**src/rtl/mux4_arb_pkg.sv**
```systemverilog
// Shared constants, FSM state encoding and grant decode for the 4-source mux arbiter.
package mux4_arb_pkg;

    localparam int unsigned NREQ  = 4;
    localparam int unsigned SEL_W = 2;

    typedef enum logic [1:0] {
        IDLE = 2'd0,
        SEL  = 2'd1,
        HOLD = 2'd2
    } state_t;

    // One-hot grant vector for a select code.
    function automatic logic [NREQ-1:0] sel_onehot(input logic [SEL_W-1:0] s);
        return NREQ'(1) << s;
    endfunction

endpackage

```
**src/rtl/mux4_arb_ctrl_if.sv**
```systemverilog
// Request/grant, mux control and captured-word handshake between the arbiter and its environment.
interface mux4_arb_ctrl_if #(
    parameter int unsigned DW = 4
);
    import mux4_arb_pkg::*;

    logic [NREQ-1:0]  req;
    logic [NREQ-1:0]  gnt;
    logic [SEL_W-1:0] sel;
    logic             en;
    logic [DW-1:0]    mux_in;
    logic [DW-1:0]    out_data;
    logic             out_valid;
    logic             out_ready;

    // master: the arbiter controller; slave: sources, mux and consumer.
    modport master (
        input  req, mux_in, out_ready,
        output gnt, sel, en, out_data, out_valid
    );

    modport slave (
        output req, mux_in, out_ready,
        input  gnt, sel, en, out_data, out_valid
    );

endinterface

```
**src/rtl/mux4_rr_pick.sv**
```systemverilog
// Combinational winner search: round-robin after last_winner, or fixed priority
// (req[0] highest) when MUX4_ARB_FIXED_PRIO_EN is defined.
module mux4_rr_pick
    import mux4_arb_pkg::*;
(
    input  logic [NREQ-1:0]  req,
    input  logic [SEL_W-1:0] last_winner,
    output logic [SEL_W-1:0] win_idx,
    output logic             any_req
);

    logic             found;
    logic [SEL_W-1:0] idx;

    assign any_req = |req;

`ifdef MUX4_ARB_FIXED_PRIO_EN
    logic unused_last;
    assign unused_last = ^last_winner;

    always_comb begin
        win_idx = '0;
        found   = 1'b0;
        idx     = '0;
        for (int k = 0; k < NREQ; k++) begin
            idx = SEL_W'(k);
            if (!found && req[idx]) begin
                win_idx = idx;
                found   = 1'b1;
            end
        end
    end
`else
    // Offsets 1..NREQ wrap in SEL_W bits, so the previous winner is tried last.
    always_comb begin
        win_idx = '0;
        found   = 1'b0;
        idx     = '0;
        for (int k = 1; k <= NREQ; k++) begin
            idx = last_winner + SEL_W'(k);
            if (!found && req[idx]) begin
                win_idx = idx;
                found   = 1'b1;
            end
        end
    end
`endif

endmodule

```
**src/rtl/mux4_arb_ctrl.sv**
```systemverilog
// Arbitrates four sources onto a downstream 4:1 mux and captures the selected word.
// Optional build macro: MUX4_ARB_FIXED_PRIO_EN (fixed priority instead of round-robin).
module mux4_arb_ctrl
    import mux4_arb_pkg::*;
#(
    parameter int unsigned DW = 4
) (
    input  logic             clk,
    input  logic             rst_n,
    mux4_arb_ctrl_if.master  bus
);

    state_t           state, state_d;
    logic [SEL_W-1:0] sel_q, sel_d;
    logic             en_q, en_d;
    logic [NREQ-1:0]  gnt_q, gnt_d;
    logic [DW-1:0]    out_data_q, out_data_d;
    logic             out_valid_q, out_valid_d;
    logic [SEL_W-1:0] last_winner, last_winner_d;

    logic [SEL_W-1:0] win_idx_c;
    logic             any_req_c;

    mux4_rr_pick u_pick (
        .req         (bus.req),
        .last_winner (last_winner),
        .win_idx     (win_idx_c),
        .any_req     (any_req_c)
    );

    // State and registered outputs; last_winner resets to 3 so source 0 is searched first.
    always_ff @(posedge clk or negedge rst_n) begin
        if (!rst_n) begin
            state       <= IDLE;
            sel_q       <= '0;
            en_q        <= 1'b0;
            gnt_q       <= '0;
            out_data_q  <= '0;
            out_valid_q <= 1'b0;
            last_winner <= SEL_W'(NREQ - 1);
        end else begin
            state       <= state_d;
            sel_q       <= sel_d;
            en_q        <= en_d;
            gnt_q       <= gnt_d;
            out_data_q  <= out_data_d;
            out_valid_q <= out_valid_d;
            last_winner <= last_winner_d;
        end
    end

    // Next state; en/gnt are produced only on the transition into SEL, giving one-cycle pulses.
    always_comb begin
        state_d       = state;
        sel_d         = sel_q;
        en_d          = 1'b0;
        gnt_d         = '0;
        out_data_d    = out_data_q;
        out_valid_d   = out_valid_q;
        last_winner_d = last_winner;

        case (state)
            IDLE: begin
                if (any_req_c) begin
                    state_d       = SEL;
                    sel_d         = win_idx_c;
                    en_d          = 1'b1;
                    gnt_d         = sel_onehot(win_idx_c);
                    last_winner_d = win_idx_c;
                end
            end
            SEL: begin
                out_data_d  = bus.mux_in;
                out_valid_d = 1'b1;
                state_d     = HOLD;
            end
            HOLD: begin
                if (bus.out_ready) begin
                    out_valid_d = 1'b0;
                    if (any_req_c) begin
                        state_d       = SEL;
                        sel_d         = win_idx_c;
                        en_d          = 1'b1;
                        gnt_d         = sel_onehot(win_idx_c);
                        last_winner_d = win_idx_c;
                    end else begin
                        state_d = IDLE;
                    end
                end
            end
            default: begin
                state_d = IDLE;
            end
        endcase
    end

    assign bus.sel       = sel_q;
    assign bus.en        = en_q;
    assign bus.gnt       = gnt_q;
    assign bus.out_data  = out_data_q;
    assign bus.out_valid = out_valid_q;

endmodule

```
**src/flat_wrapper.sv**
```systemverilog
// flat-port wrapper written by rule: the top's interface ports become plain ports
module mux4_arb_ctrl_flat import mux4_arb_pkg::*;
#(
    parameter int unsigned DW = 4
)
  (clk, rst_n, bus_req, bus_mux_in, bus_out_ready, bus_gnt, bus_sel, bus_en, bus_out_data, bus_out_valid);
  mux4_arb_ctrl_if #(.DW(DW)) bus_i ();
  input  logic clk;
  input  logic rst_n;
  input wire logic [$bits(bus_i.req)-1:0] bus_req;
  input wire logic [$bits(bus_i.mux_in)-1:0] bus_mux_in;
  input wire logic [$bits(bus_i.out_ready)-1:0] bus_out_ready;
  output wire logic [$bits(bus_i.gnt)-1:0] bus_gnt;
  output wire logic [$bits(bus_i.sel)-1:0] bus_sel;
  output wire logic [$bits(bus_i.en)-1:0] bus_en;
  output wire logic [$bits(bus_i.out_data)-1:0] bus_out_data;
  output wire logic [$bits(bus_i.out_valid)-1:0] bus_out_valid;
  assign bus_i.req = bus_req;
  assign bus_i.mux_in = bus_mux_in;
  assign bus_i.out_ready = bus_out_ready;
  assign bus_gnt = bus_i.gnt;
  assign bus_sel = bus_i.sel;
  assign bus_en = bus_i.en;
  assign bus_out_data = bus_i.out_data;
  assign bus_out_valid = bus_i.out_valid;
  mux4_arb_ctrl #(.DW(DW)) u_core (.clk(clk), .rst_n(rst_n), .bus(bus_i));
endmodule
```
**config.mk**
```make
export PLATFORM = sky130hd
export DESIGN_NAME = mux4_arb_ctrl_flat
export DESIGN_NICKNAME = d
export VERILOG_FILES = /design/src/rtl/mux4_arb_pkg.sv /design/src/rtl/mux4_arb_ctrl_if.sv /design/src/rtl/mux4_rr_pick.sv /design/src/rtl/mux4_arb_ctrl.sv /design/src/flat_wrapper.sv
export SDC_FILE = /design/constraint.sdc
export NUM_CORES = 1
export LEC_CHECK = 0
export ABC_AREA = 1
export CELL_PAD_IN_SITES_DETAIL_PLACEMENT = 0
export CELL_PAD_IN_SITES_GLOBAL_PLACEMENT = 2
export CORE_ASPECT_RATIO = 2
export CORE_UTILIZATION = 28
export CTS_BUF_LIST = sky130_fd_sc_hd__clkbuf_4 sky130_fd_sc_hd__clkbuf_8
export DETAILED_ROUTE_END_ITERATION = 6
export GPL_TIMING_DRIVEN = 0
export MAX_ROUTING_LAYER = met4
export PLACE_DENSITY_LB_ADDON = 0.12
export RECOVER_POWER = 100
export REMOVE_ABC_BUFFERS = 1
export SYNTH_ARGS = -nofsm -noshare
export SYNTH_HDL_FRONTEND = slang
export SYNTH_SLANG_ARGS = --single-unit
```
**constraint.sdc**
```tcl
create_clock -name clk -period 2.05 [get_ports clk]
set_input_delay 0.205 -clock clk [delete_from_list [all_inputs] [get_ports clk]]
set_output_delay 0.205 -clock clk [all_outputs]
set_load 0.01 [all_outputs]
```
==> implementation parameters <==
Parameter                              Value

Detailed routing
  Initial DRT Pass Iterations    4
  Detailed-route vias per instance    4.595
  DRC violation count after routing    0
  Remaining antenna violation count    0
  DRC violation total after the first TritonRoute iteration    6
  Vias after detailed routing    slightly below 800
  Final routed wire length divided by cell count    approximately 11 µm
  Routed wire length    ~1900 µm

Power
  VDD IR max    ~600 µV
  Cell leakage power    0.6187 nW
  Final Power    about 1.9 mW
  Power Dens Cells    1616 nW/µm²

Clock network
  TritonCTS buffer count    3
  TritonCTS clock tree    done
  Cell chosen for the clock root    sky130_fd_sc_hd__clkbuf_8
  Hold_buf cts    0
  Setup Buffers After CTS    0
  Clock-pin slew on the worst setup and hold paths    ~60 ps
  Clk sink count    16
  H-tree depth    1
  Clock insertion delay at the later pin of the skew report    around 240 ps
  PostCTS Resize Cnt    0
  Clk buf depth    2

Floorplan
  Die width    ~42 µm
  Initial core utilization    between 20% and 30%
  Floorplan die area    3397 µm²
  Die height    81.43 µm
  I/O pin cnt    23
  Count of standard-cell rows    28
  Core Footprint    2978 µm²

Hold path
  Worst hold path type    in2async

GRT
  Number of global-route vias before repair    just over 800
  GRT Resource Usage Total    14.23%
  First-pass GRT wire length    3519 µm
  Remaining global-route overflow    0
  Pin count of the biggest net entering global routing    17
  Initial antenna violation count    0

Setup path
  Highest fanout seen on the critical path    12
  Critical path launch point type    flip-flop
  Required time at the endpoint of the critical path    roughly 2200 ps
  Count of cells along the worst register-to-register path    10
  Launching point of the worst reg2reg path    u_core.last_winner[0]$_DFFE_PN1P_
  Terminus of the critical flop-to-flop path    u_core.bus.gnt[2]$_DFF_PN0_
  Kind of capture point of the worst setup path    flip-flop
  Arrival @ worst endpoint    about 1900 ps
  Start-to-end type of the worst setup path    reg2reg
  Flop2flop setup slack    a little under 300 ps
  Critical Path Start    u_core.last_winner[0]$_DFFE_PN1P_

Run status
  Run status    finished, final reports clean

STA
  Setup repair after global routing missed its margin    false
  Worst clock skew    between 1 and 1.5 ps
  Worst-Margin Slew    a little over 700 ps
  Final TNS setup    0 ps
  Achievable Freq    roughly 570 MHz
  Final worst-path cycle share    85.62%
  Final Max Slew Viols    0
  Setup violators final    0
  Min Clock Period, post-route    roughly 1800 ps
  Fin. Hold Viols    0
  Worst max-slew margin expressed relative to the limit    a little over half

Placement
  Instance area after placement    ~1100 µm²
  Global placer's final weighted congestion    between 0.6 and 0.7
  Post-DP HPWL    between 1500 and 2000 µm
  Count of input and output buffers    22
  Post-placement cell count    about 170

Cells and area
  Fraction of final layout cells sized beyond drive strength 1    15.94%
  Final instance area    about 1200 µm²
  Number of cells in the finished layout apart from fillers    between 150 and 200
  Antenna diode instance count    0
  Number of nets in the layout    between 150 and 200
  Area growth, synth to finish    31.73%

Synthesis
  Post-synth design cell area    883.3 µm²
  Syn_area_per_cell    7.749 µm²
  Post-synthesis instance total    114
  Post-synthesis mux area share    0%
  Complex-gate fraction of the synthesized area    2.833%
  Flip-flop and latch count after synthesis    16
  Xor and xnor fraction of the mapped netlist area    0%
  Cell variety after synth    17
  Post-synthesis share of cell area spent on full adders, half adders and majority gates    0%
  Synth Area in Simple Gates    44.33%
  Combinational family with the most area after synthesis    simple AND/OR/NAND/NOR gates
  Sequential share of the synthesized area    about 46%
  Warnings, synthesis    0

Job
  Maxcap violations    0
## registers in the layout, indices dropped and copies added (netlist names)
name                  flops
u_core.bus.gnt            4
u_core.bus.out_data       4
u_core.bus.sel            2
u_core.last_winner        2
u_core.state              2
u_core.bus.en             1
u_core.bus.out_valid      1
## per-layer routing
metal | vias to the layer above | wire (µm) | global-route usage, %
met5 | - | 0 | -
met4 | 0 | 44 | 10.65
li1 | 405 | - | -
met3 | 4 | 77 | 2.198
met1 | 342 | 666 | 12.28
met2 | 21 | 1120 | 26.72
## critical path, cell delays in order (launching register included)
cell                      delay, ps
sky130_fd_sc_hd__dfstp_2        670
sky130_fd_sc_hd__inv_2          130
sky130_fd_sc_hd__nand2_1        120
sky130_fd_sc_hd__nand2_2         80
sky130_fd_sc_hd__nand2_4         90
sky130_fd_sc_hd__nand2_4         50
sky130_fd_sc_hd__nor2_4          90
sky130_fd_sc_hd__nand4_1         80
sky130_fd_sc_hd__nand2_1        120
sky130_fd_sc_hd__nand2_1        130
sky130_fd_sc_hd__nor2_1         120
## layout by cell type, fill, tap and decap left out, drive strengths merged
cell type,netlist,routed
dfrtp,14,14
inv,14,14
nand2,56,56
dlygate4sd3,0,14
o21ai,4,4
clkbuf,0,3
nand4,4,4
dfstp,2,2
nor4,1,1
nor2,8,8
nand3,9,9
clkdlybuf4s50,0,8
a21oi,1,1
## worst max-delay path by stage
stage          depth (start not counted)                       endpoint  slack (ps)
3_5_place_dp                          11  u_core.bus.sel[0]$_DFFE_PN0P_         300
4_1_cts                               11  u_core.bus.sel[0]$_DFFE_PN0P_         290
2_1_floorplan                         11  u_core.bus.sel[0]$_DFFE_PN0P_         510
3_3_place_gp                          10    u_core.bus.gnt[3]$_DFF_PN0_         320
5_1_grt                               10    u_core.bus.gnt[2]$_DFF_PN0_          60
6_report                              10    u_core.bus.gnt[2]$_DFF_PN0_         290
## logic make-up (layout without fill, tap and decap cells)
kind of cell,Yosys count,count (layout)
and+or+nand+nor,78,78
DFF,16,16
buffers and inverters,15,39
AOI/OAI and AO/OA,5,5
## where the power goes
part,switching (mW),internal [mW],leakage [nW]
Clock,0.0951,0.130,0.0216
Sequential,0.106,0.474,0.197
Combinational,0.655,0.420,0.400
Total,0.856,1.02,0.619
## synth_stat cells
library cell	count	area, µm²
sky130_fd_sc_hd__dfstp_2	2	52.55
sky130_fd_sc_hd__nand2_1	41	153.9
sky130_fd_sc_hd__nand4_1	4	25.02
sky130_fd_sc_hd__nand3_1	9	45.04
sky130_fd_sc_hd__dfrtp_1	14	350.3
sky130_fd_sc_hd__o21ai_0	2	10.01
sky130_fd_sc_hd__nand2_4	4	45.04
sky130_fd_sc_hd__a21oi_1	1	5.000
sky130_fd_sc_hd__nand2_2	11	68.82
sky130_fd_sc_hd__nor2_2	1	6.260
sky130_fd_sc_hd__nor2_1	5	18.77
sky130_fd_sc_hd__inv_2	2	7.510
sky130_fd_sc_hd__nor2_4	2	22.52
sky130_fd_sc_hd__inv_1	12	45.04
sky130_fd_sc_hd__nor4_1	1	6.260
sky130_fd_sc_hd__buf_6	1	11.26
sky130_fd_sc_hd__o21ai_1	2	10.01
## final cells by class
cell class,count,area (µm²)
fillers,320,1814
multi-input cells,83,409.1
flip-flops and latches,16,402.9
repair buffers,22,220.2
inverters,14,52.55
clock buffers,3,41.29
well taps,30,37.54
## per-stage QoR
stage / hold slack, ps / setup slack (ps) / utilization, %
floorplan: -90.59 / 508.1 / -
global placement: 450.4 / 322.0 / 37.94
detailed placement: 458.0 / 302.5 / 37.94
CTS: 403.5 / 292.7 / 39.33
global route: 500.6 / 58.38 / 39.08
finish: 454.1 / 294.9 / 39.08
Note: power is estimated with default switching activity, not from simulation.
